==> src/rtl/uart_pkg.sv <==
// uart_pkg: shared FSM state encodings, oversampling constants and the baud divider helper
package uart_pkg;
  localparam int OVERSAMPLE = 16;
  localparam int MID_SAMPLE = 7;
  localparam logic [2:0] S_IDLE = 3'd0, S_START = 3'd1, S_DATA = 3'd2, S_PARITY = 3'd3, S_STOP = 3'd4;
  function automatic int uart_div(input int clk_hz, input int baud);
    return clk_hz / (baud * OVERSAMPLE);
  endfunction
endpackage

==> src/rtl/uart_v3_if.sv <==
// uart_v3_if: core-side transmit/receive word handshake of uart_v3
interface uart_v3_if #(parameter int DATA_BITS = 8);
  logic [DATA_BITS-1:0] tx_data, rx_data;
  logic tx_valid, tx_ready, rx_valid, rx_frame_err, rx_parity_err;
  modport master(output tx_data, tx_valid, input tx_ready, rx_data, rx_valid, rx_frame_err, rx_parity_err);
  modport slave(input tx_data, tx_valid, output tx_ready, rx_data, rx_valid, rx_frame_err, rx_parity_err);
endinterface

==> src/rtl/uart_baud_tick.sv <==
// uart_baud_tick: 16x oversample tick divider with a clearable 4-bit bit-phase counter
module uart_baud_tick #(parameter int DIV = 1) (
  input  logic       clk,
  input  logic       rst,
  input  logic       clr_i,
  output logic       tick_o,
  output logic [3:0] phase_o
);
  localparam int W = DIV > 1 ? $clog2(DIV) : 1;
  logic [W-1:0] cnt_q, cnt_d;
  logic [3:0] phase_q, phase_d;
  assign tick_o = cnt_q == W'(DIV - 1);
  assign phase_o = phase_q;
  always_comb begin
    cnt_d = clr_i || tick_o ? '0 : cnt_q + 1'b1;
    phase_d = clr_i ? '0 : tick_o ? phase_q + 4'd1 : phase_q;
  end
  always_ff @(posedge clk) begin
    if (rst) begin
      cnt_q <= '0;
      phase_q <= '0;
    end else begin
      cnt_q <= cnt_d;
      phase_q <= phase_d;
    end
  end
endmodule

==> src/rtl/uart_v3.sv <==
// uart_v3: full-duplex UART with independent TX/RX engines and 16x oversampled RX.
// Define UART_PARITY_EN to add a parity bit (sense set by PARITY_ODD) to every frame.
module uart_v3 import uart_pkg::*; #(
  parameter int CLK_HZ     = 50000000,
  parameter int BAUD       = 115200,
  parameter int DATA_BITS  = 8,
  parameter int STOP_BITS  = 1,
  parameter int PARITY_ODD = 0
) (
  input  logic      CLK50M,
  input  logic      RST,
  input  logic      RX,
  output logic      TX,
  uart_v3_if.slave  bus
);
`ifdef UART_PARITY_EN
  localparam bit PAR_EN = 1'b1;
`else
  localparam bit PAR_EN = 1'b0;
`endif
  localparam int DIV = uart_div(CLK_HZ, BAUD);
  localparam logic [2:0] AFTER_DATA = PAR_EN ? S_PARITY : S_STOP;
  localparam logic [3:0] LAST_PH = 4'(OVERSAMPLE - 1);
  localparam logic [3:0] MID_PH = 4'(MID_SAMPLE);
  localparam logic [3:0] LAST_BIT = 4'(DATA_BITS - 1);
  localparam logic PAR_SENSE = 1'(PARITY_ODD);

  if (DIV < 1) begin : g_bad_div
    $error("uart_v3: CLK_HZ/(BAUD*16) must be at least 1");
  end
  if (DATA_BITS < 5 || DATA_BITS > 9 || STOP_BITS < 1 || STOP_BITS > 2) begin : g_bad_frame
    $error("uart_v3: DATA_BITS must be 5..9 and STOP_BITS 1 or 2");
  end

  logic tx_tick, tx_acc, tx_end;
  logic [3:0] tx_ph;
  logic [2:0] tx_st_q, tx_st_d;
  logic [DATA_BITS-1:0] tx_sh_q, tx_sh_d;
  logic [3:0] tx_bit_q, tx_bit_d;
  logic tx_stop_q, tx_stop_d, tx_par_q, tx_par_d;

  assign tx_acc = bus.tx_valid && tx_st_q == S_IDLE;
  assign tx_end = tx_tick && tx_ph == LAST_PH;

  // Accepting a word restarts the TX bit phase so the start bit gets a full 16 ticks
  uart_baud_tick #(.DIV(DIV)) u_tx_tick (
    .clk(CLK50M), .rst(RST), .clr_i(tx_acc), .tick_o(tx_tick), .phase_o(tx_ph)
  );

  always_comb begin
    tx_st_d = tx_st_q;
    tx_sh_d = tx_sh_q;
    tx_bit_d = tx_bit_q;
    tx_stop_d = tx_stop_q;
    tx_par_d = tx_par_q;
    case (tx_st_q)
      S_IDLE: if (tx_acc) begin
        tx_st_d = S_START;
        tx_sh_d = bus.tx_data;
        tx_par_d = ^bus.tx_data ^ PAR_SENSE;
        tx_bit_d = '0;
        tx_stop_d = 1'b0;
      end
      S_START: if (tx_end) tx_st_d = S_DATA;
      S_DATA: if (tx_end) begin
        tx_sh_d = tx_sh_q >> 1;
        tx_bit_d = tx_bit_q + 4'd1;
        if (tx_bit_q == LAST_BIT) tx_st_d = AFTER_DATA;
      end
      S_PARITY: if (tx_end) tx_st_d = S_STOP;
      S_STOP: if (tx_end) begin
        tx_stop_d = 1'b1;
        if (tx_stop_q == 1'(STOP_BITS - 1)) tx_st_d = S_IDLE;
      end
      default: tx_st_d = S_IDLE;
    endcase
  end

  assign bus.tx_ready = tx_st_q == S_IDLE;
  assign TX = tx_st_q == S_START ? 1'b0 : tx_st_q == S_DATA ? tx_sh_q[0] :
              tx_st_q == S_PARITY ? tx_par_q : 1'b1;

  logic rx_s1_q, rx_s2_q;
  logic rx_tick, rx_mid, rx_samp, rx_clr;
  logic [3:0] rx_ph;
  logic [2:0] rx_st_q, rx_st_d;
  logic [DATA_BITS-1:0] rx_sh_q, rx_sh_d, rx_data_q, rx_data_d;
  logic [3:0] rx_bit_q, rx_bit_d;
  logic rx_par_q, rx_par_d, rx_valid_q, rx_valid_d, rx_ferr_q, rx_ferr_d, rx_perr_q, rx_perr_d;

  assign rx_mid = rx_tick && rx_ph == MID_PH;
  assign rx_samp = rx_tick && rx_ph == LAST_PH;
  // Phase restarts at the start edge, then again at start mid-bit so data samples land mid-bit
  assign rx_clr = !rx_s2_q && ((rx_st_q == S_IDLE && rx_tick) || (rx_st_q == S_START && rx_mid));

  uart_baud_tick #(.DIV(DIV)) u_rx_tick (
    .clk(CLK50M), .rst(RST), .clr_i(rx_clr), .tick_o(rx_tick), .phase_o(rx_ph)
  );

  always_comb begin
    rx_st_d = rx_st_q;
    rx_sh_d = rx_sh_q;
    rx_bit_d = rx_bit_q;
    rx_par_d = rx_par_q;
    rx_data_d = rx_data_q;
    rx_valid_d = 1'b0;
    rx_ferr_d = 1'b0;
    rx_perr_d = 1'b0;
    case (rx_st_q)
      S_IDLE: if (rx_tick && !rx_s2_q) rx_st_d = S_START;
      S_START: if (rx_mid) begin
        rx_st_d = rx_s2_q ? S_IDLE : S_DATA;
        rx_bit_d = '0;
      end
      S_DATA: if (rx_samp) begin
        rx_sh_d = {rx_s2_q, rx_sh_q[DATA_BITS-1:1]};
        rx_bit_d = rx_bit_q + 4'd1;
        if (rx_bit_q == LAST_BIT) rx_st_d = AFTER_DATA;
      end
      S_PARITY: if (rx_samp) begin
        rx_par_d = rx_s2_q;
        rx_st_d = S_STOP;
      end
      S_STOP: if (rx_samp) begin
        rx_st_d = S_IDLE;
        rx_data_d = rx_sh_q;
        rx_valid_d = 1'b1;
        rx_ferr_d = !rx_s2_q;
        rx_perr_d = PAR_EN && (rx_par_q != (^rx_sh_q ^ PAR_SENSE));
      end
      default: rx_st_d = S_IDLE;
    endcase
  end

  assign bus.rx_data = rx_data_q;
  assign bus.rx_valid = rx_valid_q;
  assign bus.rx_frame_err = rx_ferr_q;
  assign bus.rx_parity_err = rx_perr_q;

  always_ff @(posedge CLK50M) begin
    if (RST) begin
      tx_st_q <= S_IDLE;
      tx_sh_q <= '0;
      tx_bit_q <= '0;
      tx_stop_q <= 1'b0;
      tx_par_q <= 1'b0;
      rx_s1_q <= 1'b1;
      rx_s2_q <= 1'b1;
      rx_st_q <= S_IDLE;
      rx_sh_q <= '0;
      rx_bit_q <= '0;
      rx_par_q <= 1'b0;
      rx_data_q <= '0;
      rx_valid_q <= 1'b0;
      rx_ferr_q <= 1'b0;
      rx_perr_q <= 1'b0;
    end else begin
      tx_st_q <= tx_st_d;
      tx_sh_q <= tx_sh_d;
      tx_bit_q <= tx_bit_d;
      tx_stop_q <= tx_stop_d;
      tx_par_q <= tx_par_d;
      rx_s1_q <= RX;
      rx_s2_q <= rx_s1_q;
      rx_st_q <= rx_st_d;
      rx_sh_q <= rx_sh_d;
      rx_bit_q <= rx_bit_d;
      rx_par_q <= rx_par_d;
      rx_data_q <= rx_data_d;
      rx_valid_q <= rx_valid_d;
      rx_ferr_q <= rx_ferr_d;
      rx_perr_q <= rx_perr_d;
    end
  end
endmodule

==> src/flat_wrapper.sv <==
// flat-port wrapper written by rule: the top's interface ports become plain ports
module uart_v3_flat import uart_pkg::*;
#(
  parameter int CLK_HZ     = 50000000,
  parameter int BAUD       = 115200,
  parameter int DATA_BITS  = 8,
  parameter int STOP_BITS  = 1,
  parameter int PARITY_ODD = 0
)
  (CLK50M, RST, RX, TX, bus_tx_data, bus_tx_valid, bus_tx_ready, bus_rx_data, bus_rx_valid, bus_rx_frame_err, bus_rx_parity_err);
  uart_v3_if #(.DATA_BITS(DATA_BITS)) bus_i ();
  input  logic CLK50M;
  input  logic RST;
  input  logic RX;
  output logic TX;
  input wire logic [$bits(bus_i.tx_data)-1:0] bus_tx_data;
  input wire logic [$bits(bus_i.tx_valid)-1:0] bus_tx_valid;
  output wire logic [$bits(bus_i.tx_ready)-1:0] bus_tx_ready;
  output wire logic [$bits(bus_i.rx_data)-1:0] bus_rx_data;
  output wire logic [$bits(bus_i.rx_valid)-1:0] bus_rx_valid;
  output wire logic [$bits(bus_i.rx_frame_err)-1:0] bus_rx_frame_err;
  output wire logic [$bits(bus_i.rx_parity_err)-1:0] bus_rx_parity_err;
  assign bus_i.tx_data = bus_tx_data;
  assign bus_i.tx_valid = bus_tx_valid;
  assign bus_tx_ready = bus_i.tx_ready;
  assign bus_rx_data = bus_i.rx_data;
  assign bus_rx_valid = bus_i.rx_valid;
  assign bus_rx_frame_err = bus_i.rx_frame_err;
  assign bus_rx_parity_err = bus_i.rx_parity_err;
  uart_v3 #(.CLK_HZ(CLK_HZ), .BAUD(BAUD), .DATA_BITS(DATA_BITS), .STOP_BITS(STOP_BITS), .PARITY_ODD(PARITY_ODD)) u_core (.CLK50M(CLK50M), .RST(RST), .RX(RX), .TX(TX), .bus(bus_i));
endmodule
==> config.mk <==
export PLATFORM = sky130hd
export DESIGN_NAME = uart_v3_flat
export DESIGN_NICKNAME = d
export VERILOG_FILES = /design/src/rtl/uart_pkg.sv /design/src/rtl/uart_v3_if.sv /design/src/rtl/uart_baud_tick.sv /design/src/rtl/uart_v3.sv /design/src/flat_wrapper.sv
export SDC_FILE = /design/constraint.sdc
export NUM_CORES = 1
export LEC_CHECK = 0
export ABC_AREA = 1
export ABC_CLOCK_PERIOD_IN_PS = 2100
export CORE_MARGIN = 8
export CORE_UTILIZATION = 60
export CTS_BUF_LIST = sky130_fd_sc_hd__clkbuf_4
export CTS_CLUSTER_SIZE = 24
export DETAILED_ROUTE_END_ITERATION = 16
export GPL_ROUTABILITY_DRIVEN = 0
export PLACE_DENSITY_LB_ADDON = 0.08
export SYNTH_ARGS = -nofsm -noshare
export SYNTH_HDL_FRONTEND = slang
export SYNTH_SLANG_ARGS = --single-unit
export TNS_END_PERCENT = 20
==> constraint.sdc <==
create_clock -name CLK50M -period 2.1 [get_ports CLK50M]
set_clock_uncertainty 0.05 [all_clocks]
set_input_delay 0.42 -clock CLK50M [delete_from_list [all_inputs] [get_ports CLK50M]]
set_output_delay 0.42 -clock CLK50M [all_outputs]
set_load 0.03 [all_outputs]
==> run metrics <==
status=complete, no violations; final count of pins violating max slew=0; summed negative setup slack over all endpoints=0 ps; maximum clock frequency=511 MHz; vias in the first global route=2239; count of buffering cells on the critical path with inverters included=2; synthesized net count=432; horizontal extent of the die=86.6 um; post-synthesis sequential area ratio=41.5%; Worst Slack Setup Final=143 ps; cell area after synthesis=2990 um^2; CTS tree=built; kind of end point of the critical path=output pin; total die area=7500 um^2; antenna violations before repair=0; largest net degree at the start of global routing=28; setup repair after global routing missed its margin=no; Internal Power=2.30 mW; worst-path cell with the longest stage delay=sky130_fd_sc_hd__clkdlybuf4s15_1; clock root buffer=sky130_fd_sc_hd__clkbuf_4; static leakage=1.46 nW; number of CTS-inserted buffers=9; leading cell types in the layout, fill and taps excluded=sky130_fd_sc_hd__nand2_1 (91), sky130_fd_sc_hd__dfxtp_1 (62), sky130_fd_sc_hd__nor2_1 (52), sky130_fd_sc_hd__inv_1 (38), sky130_fd_sc_hd__nand3_1 (36); final hold slack=372 ps; count of maximum capacitance violations=0; mean number of vias per cell=4.96; minimum period implied by the final worst setup slack=1960 ps; global-route wire length before repair=9.51 mm; HPWL reported at the end of detailed placement=4.01 mm; total routing resource utilization after global routing=15.7%; Post-CTS Setup Bufs=0; crit-path leading delay family=buffers and inverters; routed len/inst=10.7 um; layout overhead on the synthesized area=14.7%; Max Buffers Root-to-Sink=2; number of register bits inferred by synthesis=62; startpoint class of the critical path=flip-flop; H-tree depth=3; required time of the critical path=1630 ps; clock latency on the worst-skew pair=390 ps; Power per Cell Area=1100 nW/um^2; Port-buffer cells=23; Synth Instances=412; # setup viols final=0; number of filler cells placed in the layout=389; hold-fix buffers at CTS=0; vias=2544; Avg Cell Area, Syn=7.26 um^2; portion of total power attributed to the clock network=24.7%; leading cell type in the layout, fill and taps excluded=sky130_fd_sc_hd__nand2_1; sw frac=38.9%; DRT iter0 DRCs=114; ANT nets after route=0; Ys Warns=0; final hold violation count=0; leading post-synthesis cells by cell area=sky130_fd_sc_hd__dfxtp_1 (42%), sky130_fd_sc_hd__nand2_1 (11%), sky130_fd_sc_hd__nor2_1 (6.7%); top-level port count=25; Critical Setup Path Class=reg2out; Register Area=1240 um^2; Clock Sink Count=62; starting utilization of the core area=62.9%; Max IR drop VDD=0.000898 V; critical path data arrival time=1490 ps; total power draw=3.76 mW; final worst-path cycle share=93.2%; worst min-delay path class=reg2reg; leftover overflow at the end of global routing=0; Worst Path Max Fanout=4; share of post-route cells with drive strength above 1=13.9%; largest area contributor in the synthesized netlist=sky130_fd_sc_hd__dfxtp_1; vertical die dimension=86.6 um; detailed-route wire length=5.50 mm; total DRC errors in the routed layout=0; Final Core Density=72.1%; count of cell types in the netlist=32; nets@finish=461; count of inserted antenna diode cells=0; clk slew on worst S/H paths=100 ps; count of standard-cell rows=25; chain of cells forming the critical path=inv_1 > nand2_2 > nor2_2 > clkdlybuf4s15_1; sequential share of power=38.8%; power share of the combinational group=36.4%; delay of the slowest critical-path stage=400 ps; P_sw=1.46 mW; standard cell core area=4750 um^2; multi-input gate area in the final layout=1500 um^2; pre-CTS setup slack=151 ps; proportion of netlist area held by the largest area contributor=41.5%; number of detailed-routing iterations run before antenna repair=4
-- repair_timing --
item | 4_1_cts | 5_1_grt
endpoints found under the hold margin | 0 | 0
gates resized for setup | 4 | 4
endpoints found under the setup margin | 2 | 2
-- cell usage after synthesis, drive strengths merged --
cell type  number
nand2         104
dfxtp          62
nor2           59
inv            46
nand3          36
a21oi          32
o21ai          17
xor2           10
ha              8
buf             7
nor3            7
or2             6
xnor2           5
clkbuf          3
nand4           3
nand2b          2
nand3b          2
a31oi           1
conb            1
o211ai          1
-- path summary, 6_finish.rpt --
path                                           startpoint                  to  slack, ps  cells past startpoint
worst min register to register             u_core.rx_s1_q      u_core.rx_s2_q        370                      1
worst max register to register  u_core.u_tx_tick.cnt_q[0]  u_core.tx_bit_q[2]        280                     11
worst max-delay path                    u_core.tx_st_q[1]        bus_tx_ready        140                      4
worst min-delay path                       u_core.rx_s1_q      u_core.rx_s2_q        370                      1
-- metrics by stage --
| stage | instance area [um^2] | cells |
|---|---|---|
| CTS | 3430 | 513 |
| detailed placement | 3270 | 497 |
| finish | 3430 | 513 |
| global route | 3430 | 513 |
| global placement | 3270 | 497 |
| floorplan | 2990 | 412 |
-- logic make-up (layout without fill, tap and decap cells) --
family          count (synthesis)  in the layout  share of synthesized area [%]
other cells                     1              1                          0.125
simple gates                  219            219                           33.1
fa+ha+maj                       8              8                           3.35
flops                          62             62                           41.5
xor+xnor                       15             15                           4.39
buf+inv                        56             90                           8.41
compound gates                 51             51                           9.16
-- flip-flops by register name, indices dropped and copies added, names as in the netlist, 3 cells and up --
name / cells
u_core.rx_sh_q: 8
u_core.tx_sh_q: 8
u_core.u_rx_tick.cnt_q: 5
u_core.u_rx_tick.phase_o: 4
u_core.tx_st_q: 3
u_core.u_tx_tick.phase_o: 4
u_core.rx_bit_q: 4
u_core.rx_st_q: 3
u_core.bus.rx_data: 8
u_core.u_tx_tick.cnt_q: 5
u_core.tx_bit_q: 4
-- power by group through the flow --
stage	registers, mW	logic, mW	clock network (mW)
finish	1.46	1.37	0.930
global route	1.48	1.56	1.03
CTS	1.46	1.38	0.957
detailed placement	1.48	1.39	0
global placement	1.48	1.37	0
floorplan	1.46	1.13	0
-- metal layers --
| metal | track usage (%) | wire length, um | up-vias | share of wire, % |
|---|---|---|---|---|
| met3 | 5.86 | 190 | 5 | 3.5 |
| met4 | 5.01 | 48 | 0 | 0.87 |
| met1 | 18.9 | 2610 | 1132 | 47 |
| met5 | 0 | 0 | - | 0 |
| li1 | - | - | 1370 | - |
| met2 | 25.3 | 2650 | 37 | 48 |
-- layout make-up --
class	count	area share, %
clock inverters	7	2.88
multi-input cells	294	43.7
repair buffers	28	7.66
well taps	67	2.44
clock buffers	9	1.97
flip-flops and latches	62	36.2
inverters	46	5.11
Note: power is estimated with default switching activity, not from simulation.
